File: config.mk
export PLATFORM = sky130hd
export DESIGN_NAME = gpr_writeback_unit
export DESIGN_NICKNAME = d
export VERILOG_FILES = /design/src/rtl/gpr_writeback_unit.sv
export SDC_FILE = /design/constraint.sdc
export NUM_CORES = 1
export LEC_CHECK = 0
export BUFFER_PORTS_ARGS = -buffer_cell sky130_fd_sc_hd__buf_2
export CAP_MARGIN = 20
export CORE_ASPECT_RATIO = 0.7
export CORE_MARGIN = 8
export CORE_UTILIZATION = 55
export CTS_BUF_LIST = sky130_fd_sc_hd__clkbuf_2 sky130_fd_sc_hd__clkbuf_4 sky130_fd_sc_hd__clkbuf_8
export DETAILED_ROUTE_END_ITERATION = 6
export MAX_ROUTING_LAYER = met4
export PLACE_DENSITY = 0.75
export SLEW_MARGIN = 20
export SYNTH_ARGS = -nofsm -noshare
export SYNTH_HDL_FRONTEND = slang
export SYNTH_SLANG_ARGS = --single-unit
File: constraint.sdc
create_clock -name i_clk -period 3.4 [get_ports i_clk]
set_clock_uncertainty 0.05 [all_clocks]
set_input_delay 0.68 -clock i_clk [delete_from_list [all_inputs] [get_ports i_clk]]
set_output_delay 0.68 -clock i_clk [all_outputs]
set_load 0.02 [all_outputs]
File: src/rtl/gpr_writeback_unit.sv
// GPR write-port producer: in-order result FIFO that drains one write per cycle into the
// register file, plus a per-register busy scoreboard for read-after-write hazard queries.
module gpr_writeback_unit #(
    parameter int unsigned num_regs    = 32,
    parameter int unsigned l2_num_regs = 5,
    parameter int unsigned depth       = 4,
    parameter int unsigned l2_depth    = 2,
    parameter int unsigned word_size   = 32
) (
    input  logic                   i_clk,
    input  logic                   i_rst_n,
    input  logic                   i_flush,
    input  logic                   i_reserve,
    input  logic [l2_num_regs-1:0] i_reserve_sel,
    input  logic                   i_result_valid,
    input  logic [l2_num_regs-1:0] i_result_sel,
    input  logic [word_size-1:0]   i_result_data,
    output logic                   o_result_ready,
    output logic                   o_load_gpr,
    output logic [l2_num_regs-1:0] o_load_gpr_sel,
    output logic [word_size-1:0]   o_load_gpr_data,
    input  logic [l2_num_regs-1:0] i_query_A_sel,
    output logic                   o_query_A_busy,
    input  logic [l2_num_regs-1:0] i_query_B_sel,
    output logic                   o_query_B_busy,
    output logic [l2_depth:0]      o_fifo_count
);

    localparam logic [l2_depth:0] DepthCnt = (l2_depth + 1)'(depth);

    logic [l2_depth-1:0]    wr_ptr_q, wr_ptr_d;
    logic [l2_depth-1:0]    rd_ptr_q, rd_ptr_d;
    logic [l2_depth:0]      count_q, count_d;
    logic [num_regs-1:0]    busy_q, busy_d;
    logic                   load_q, load_d;
    logic [l2_num_regs-1:0] sel_q, sel_d;
    logic [word_size-1:0]   data_q, data_d;

    logic [l2_num_regs-1:0] sel_mem  [depth];
    logic [word_size-1:0]   data_mem [depth];

    logic push;
    logic pop;

    assign o_result_ready = (count_q != DepthCnt);

    // Results for r0 complete the handshake but are dropped here.
    assign push = i_result_valid && o_result_ready && (i_result_sel != '0) && !i_flush;
    assign pop  = (count_q != '0) && !i_flush;

    always_comb begin
        wr_ptr_d = wr_ptr_q;
        rd_ptr_d = rd_ptr_q;
        count_d  = count_q;
        if (i_flush) begin
            wr_ptr_d = '0;
            rd_ptr_d = '0;
            count_d  = '0;
        end else begin
            if (push) begin
                wr_ptr_d = wr_ptr_q + l2_depth'(1);
            end
            if (pop) begin
                rd_ptr_d = rd_ptr_q + l2_depth'(1);
            end
            case ({push, pop})
                2'b10:   count_d = count_q + (l2_depth + 1)'(1);
                2'b01:   count_d = count_q - (l2_depth + 1)'(1);
                default: count_d = count_q;
            endcase
        end
    end

    // Clear-on-pop is applied before set-on-reserve so a same-edge reserve wins.
    always_comb begin
        busy_d = busy_q;
        if (pop) begin
            busy_d[sel_mem[rd_ptr_q]] = 1'b0;
        end
        if (i_reserve && (i_reserve_sel != '0)) begin
            busy_d[i_reserve_sel] = 1'b1;
        end
        if (i_flush) begin
            busy_d = '0;
        end
        busy_d[0] = 1'b0;
    end

    always_comb begin
        load_d = pop;
        sel_d  = sel_q;
        data_d = data_q;
        if (pop) begin
            sel_d  = sel_mem[rd_ptr_q];
            data_d = data_mem[rd_ptr_q];
        end
    end

    always_ff @(posedge i_clk or negedge i_rst_n) begin
        if (!i_rst_n) begin
            wr_ptr_q <= '0;
            rd_ptr_q <= '0;
            count_q  <= '0;
            busy_q   <= '0;
            load_q   <= 1'b0;
            sel_q    <= '0;
            data_q   <= '0;
        end else begin
            wr_ptr_q <= wr_ptr_d;
            rd_ptr_q <= rd_ptr_d;
            count_q  <= count_d;
            busy_q   <= busy_d;
            load_q   <= load_d;
            sel_q    <= sel_d;
            data_q   <= data_d;
        end
    end

    // Storage needs no reset: entries are only read once counted in.
    always_ff @(posedge i_clk) begin
        if (push) begin
            sel_mem[wr_ptr_q]  <= i_result_sel;
            data_mem[wr_ptr_q] <= i_result_data;
        end
    end

    assign o_load_gpr      = load_q;
    assign o_load_gpr_sel  = sel_q;
    assign o_load_gpr_data = data_q;
    assign o_fifo_count    = count_q;
    assign o_query_A_busy  = (i_query_A_sel != '0) && busy_q[i_query_A_sel];
    assign o_query_B_busy  = (i_query_B_sel != '0) && busy_q[i_query_B_sel];

endmodule

Word level (Yosys, flattened, before mapping)
Memory sizes are Yosys's and may differ from the RTL's. A register that Yosys moved wholly into a read port is not among the register bits.
Cells that the tools add are included.
W data, S select, Z words.

word-level totals
  word-level logic and storage cells = 62
  memories kept = 2
  memory bits (writable) = 148
  register bits = 44

operators by class
  mux-type cells = 19
  $lt $le $gt $ge = 6
  $add $sub $neg = 4
  bitwise gates (word level) = 3
  reductions and logical operators = 19
  eq/ne operators = 3

memories
  memory    depth  bits a word  rd ports  clocked after memory_dff  wr ports  RTL line  RTL
  data_mem  4      32           1         1                         1         40        logic [word_size-1:0] data_mem [depth];
  sel_mem   4      5            1         0                         1         39        logic [l2_num_regs-1:0] sel_mem [depth];

operators by type and width
  kind                   number
  $mux W32               3
  $and A32 B32 Y32       1
  $not A32 Y32           1
  $or A32 B32 Y32        1
  $lt A5 B6 Y1 const B   4
  $reduce_bool A5 Y1     4
  $bmux W1 S5            2
  $demux W1 S5           2
  $ge A5 B1 Y1 const B   2
  $logic_and A1 B1 Y1    9
  $mux W2                4
  $mux W1                6
  $pmux W3 S2            1
  $reduce_bool A3 Y1     2
  $add A2 B1 Y2 const B  2
  $reduce_bool A2 Y1     2
  $add A3 B1 Y3 const B  1
  $mux W3                1
  $ne A3 B3 Y1 const B   1
  $sub A3 B1 Y3 const B  1
  $eq A2 B1 Y1 const B   1
  $eq A2 B2 Y1 const B   1
  $logic_not A1 Y1       2

Depth between registers and ports, before layout
An unclocked memory read counts as a cell.

  word-level depth = 11
  depth in mapped cells = 7
  depth with buffers taken out = 7

Least setup slack after synthesis
OpenSTA, ideal clock, no wires.

  path type = input to output
  from = input port i_query_A_sel[0]
  to = output port o_query_A_busy
  arrival = 2120 ps
  cell stages on the path = 5
  slack = 550 ps
  cell sequence = clkbuf_1 > mux4_2 > mux2_2 > a31oi_1 > nand3_1

between the ends
  word-level cells in the longest chain between the ends = 3

RTL lines
  item                           RTL line  RTL
  from (decl)                    22        input logic [l2_num_regs-1:0] i_query_A_sel,
  $bmux W1 S5                    131       assign o_query_A_busy = (i_query_A_sel != '0) && busy_q[i_query_A_sel];
  $mux W1 (implied by the code)  131
  $logic_and A1 B1 Y1 (*)        131
  to (decl)                      23        output logic o_query_A_busy,

Mark *: on every way between the ends. The rest lies on a longest branch, timed or not. The select of a mux whose other input is x is not followed.

Worst setup path after layout
Same ends and word-level chain as after synthesis.

==> reports/qor.csv <==
metric,value,unit
result of the run,"finished, final reports clean",
worst min-delay path class,input pin to async pin,
Crit Path Max Fanout,10,
Worst-path clk slew,0.06,ns
Comb power frac,26.5,%
Sw Ratio,30.4,%
Pre-Repair DR Iteration Count,5,
final setup fails,0,
residual DRC count,0,
average wire per standard cell,21.0,µm
Placed Area,10100,µm²
worst slew pin tran,1.07,ns
register bit total from synthesis,224,
Tmin final,2.91,ns
post-synth top area share,47.7,%
Final Hold Viols,0,
fmax,344,MHz
initial antenna violation count,2,
Cells after Synth,563,
YS warnings,0,
post-route ant nets,0,
met3 wire len,1630,µm
Post-synth EDFFs,148,
buffer count from post-CTS setup fixing,0,
Worst setup SP type,input pin,
Util after Layout,65.4,%
Switch Pwr,2.38,mW
CTS sink count,224,
gr ovfl total,0,
metal2 WL,9330,µm
Pleak,4.16,nW
RSZ-0062 raised after global routing,false,
die width,172,µm
dominant cell type by area after synthesis,edfxtp_1,
Total GRT Usage,19.1,%
syn_area_per_cell,16.5,µm²
largest net degree at the start of global routing,77,
CTS tree,built,
layout cells sized above 1,37.4,%
Die Area,21400,µm²
Reg area,6350,µm²
Crit Path Class,input pin to primary output,
period utilization,85.6,%
"Net count, final",744,
Post-synth ARST share,33.9,%
DP HPWL,12800,µm
Internal,5.44,mW
CTS root buf,clkbuf_8,
Worst EP required,2.67,ns
CP arrival,2.18,ns
top post-synthesis cells by area,"edfxtp_1 (48%), dfrtp_1 (20%), mux4_2 (12%), mux2_2 (4.7%), nand2_1 (2.5%)",
ys flop type,edfxtp_1,
Worst-Skew Late Latency,0.50,ns
reg2reg end,busy_q[22],
Area Growth Syn to Fin,15.6,%
MaxCap Viol Count,0,
PD cells,726,nW/µm²
VDD IR max,0.510,mV
Initial Utilization,56.6,%
sequential power share,45.4,%
multi-input logic area,2840,µm²
Routed WL,19700,µm
Clock Path Buffers,3,
Top Layer Used,met4,
H-tree depth,2,
row count,39,
Critical Path End Type,primary output,
DIE HEIGHT,125,µm
Fillers,1162,
core area,16400,µm²
gp weighted congestion,0.873,
Num CTS Buffers,34,
Netlist cell types,44,
Ports,101,
Worst Reg2Reg Path Length in Cells,4,
DRT iter0 DRCs,609,
Final Max Slew Viols,0,
Mapped Nets,625,
first-pass GRT wire length,31000,µm
relative slew slack,28.6,%
vias in the first global route,5653,
vias per cell,5.73,
setup TNS,0,ns
met1 WL,8470,µm
post-CTS sizing,0,
vias,5360,
Clk pwr share,28.1,%
FF-to-FF Start,rd_ptr_q[0],
design area,10800,µm²
Buffers on Ports,100,
cts hold-fix bufs,0,
register area share after synthesis,68.2,%
Worst R2R Setup Slack,0.90,ns
"Cell Area, Synth",9310,µm²
## layout make-up
class | count | share of cell area, %
diodes | 2 | 0.0465
clock buffers | 49 | 5.51
clock inverters | 13 | 0.884
inverters | 7 | 0.244
multi-input cells | 306 | 26.4
flip-flops and latches | 224 | 59.0
well taps | 225 | 2.62
repair buffers | 109 | 5.34
## how the worst max path moves through the flow
stage                           endpoint  slack (ns)  cells after the start             start
after global routing      o_query_A_busy        0.44                      6  i_query_A_sel[0]
after detailed placement  o_query_A_busy        0.52                      6  i_query_A_sel[0]
after global placement    o_query_A_busy        0.58                      6  i_query_A_sel[0]
after floorplan           o_query_A_busy        0.55                      5  i_query_A_sel[0]
after CTS                 o_query_A_busy        0.49                      5        busy_q[23]
final                     o_query_A_busy        0.49                      6  i_query_A_sel[0]
## flip-flops by register name, summed over array words and instances, names as in the netlist, 2 cells and up
name	cells
rd_ptr_q	2
busy_q	31
o_load_gpr_data	32
o_load_gpr_sel	5
o_fifo_count	3
wr_ptr_q	2
sel_mem	20
data_mem	128
## layer usage
metal,global-route usage (%),vias to the layer above
met5,-,-
met2,28.5,227
met3,4.12,19
met4,4.79,0
met1,26.5,2723
li1,-,2391
## per-stage QoR
stage	hold WS (ns)	cells	power, mW	setup slack (ns)
3_5_place_dp	0.440	871	5.71	0.516
5_1_grt	0.235	935	8.19	0.440
6_report	0.175	935	7.82	0.489
4_1_cts	0.317	933	7.91	0.492
2_1_floorplan	0.334	563	4.99	0.550
3_3_place_gp	0.435	871	5.61	0.582
## synth_stat cells, drive strengths merged (4+ instances only)
library cell and number:
inv 7, a21oi 6, nor2b 30, edfxtp 148, or3b 4, nand3 4, clkbuf 16, and2 4
nand3b 5, ha 4, nor2 12, nand2 63, nor3b 7, mux4 49, dfrtp 76, buf 10
mux2 39, o21ai 31, mux2i 7, o211ai 5, nand2b 4
## layout by cell type (no fill, tap or decap), drive strengths merged, types with 3 or more instances in the layout
cell	netlist	routed
xor2	3	3
nor2	12	12
nor3	3	3
mux4	49	49
buf	10	109
o21ai	31	31
nand2	63	63
clkbuf	16	49
nand3b	5	5
ha	4	4
a31oi	3	3
and3b	3	3
mux2i	7	7
nand3	4	4
nor2b	30	30
edfxtp	148	148
or3b	4	4
mux2	39	39
nor3b	7	7
a21oi	6	6
clkinv	0	8
and2	4	4
inv	7	8
dfrtp	76	76
nand2b	4	4
o211ai	5	5
xnor2	3	3
clkinvlp	0	3
## critical path, cell delays in order
cell and delay, ns:
buf_2 0.21, mux4_2 0.52, mux2_2 0.28, a31oi_1 0.21, nand3_1 0.10, buf_2 0.17
## kinds of logic after synthesis
kind of cell | count (synthesis) | synth area share (%)
adders and majority gates | 5 | 0.753
xor gates and xnor gates | 6 | 0.565
DFF | 224 | 68.2
AOI/OAI and AO/OA | 51 | 3.24
and+or+nand+nor | 149 | 8.47
muxes | 95 | 17.3
buffers and inverters | 33 | 1.49
## power groups by stage
| stage | Clock (mW) | Combinational (mW) | Sequential, mW |
|---|---|---|---|
| finish | 2.20 | 2.07 | 3.55 |
| global route | 2.36 | 2.22 | 3.60 |
| CTS | 2.24 | 2.11 | 3.56 |
| detailed placement | 0 | 2.10 | 3.61 |
| global placement | 0 | 2.03 | 3.58 |
| floorplan | 0 | 1.18 | 3.82 |
No activity file was read; power rests on OpenSTA's default activity.
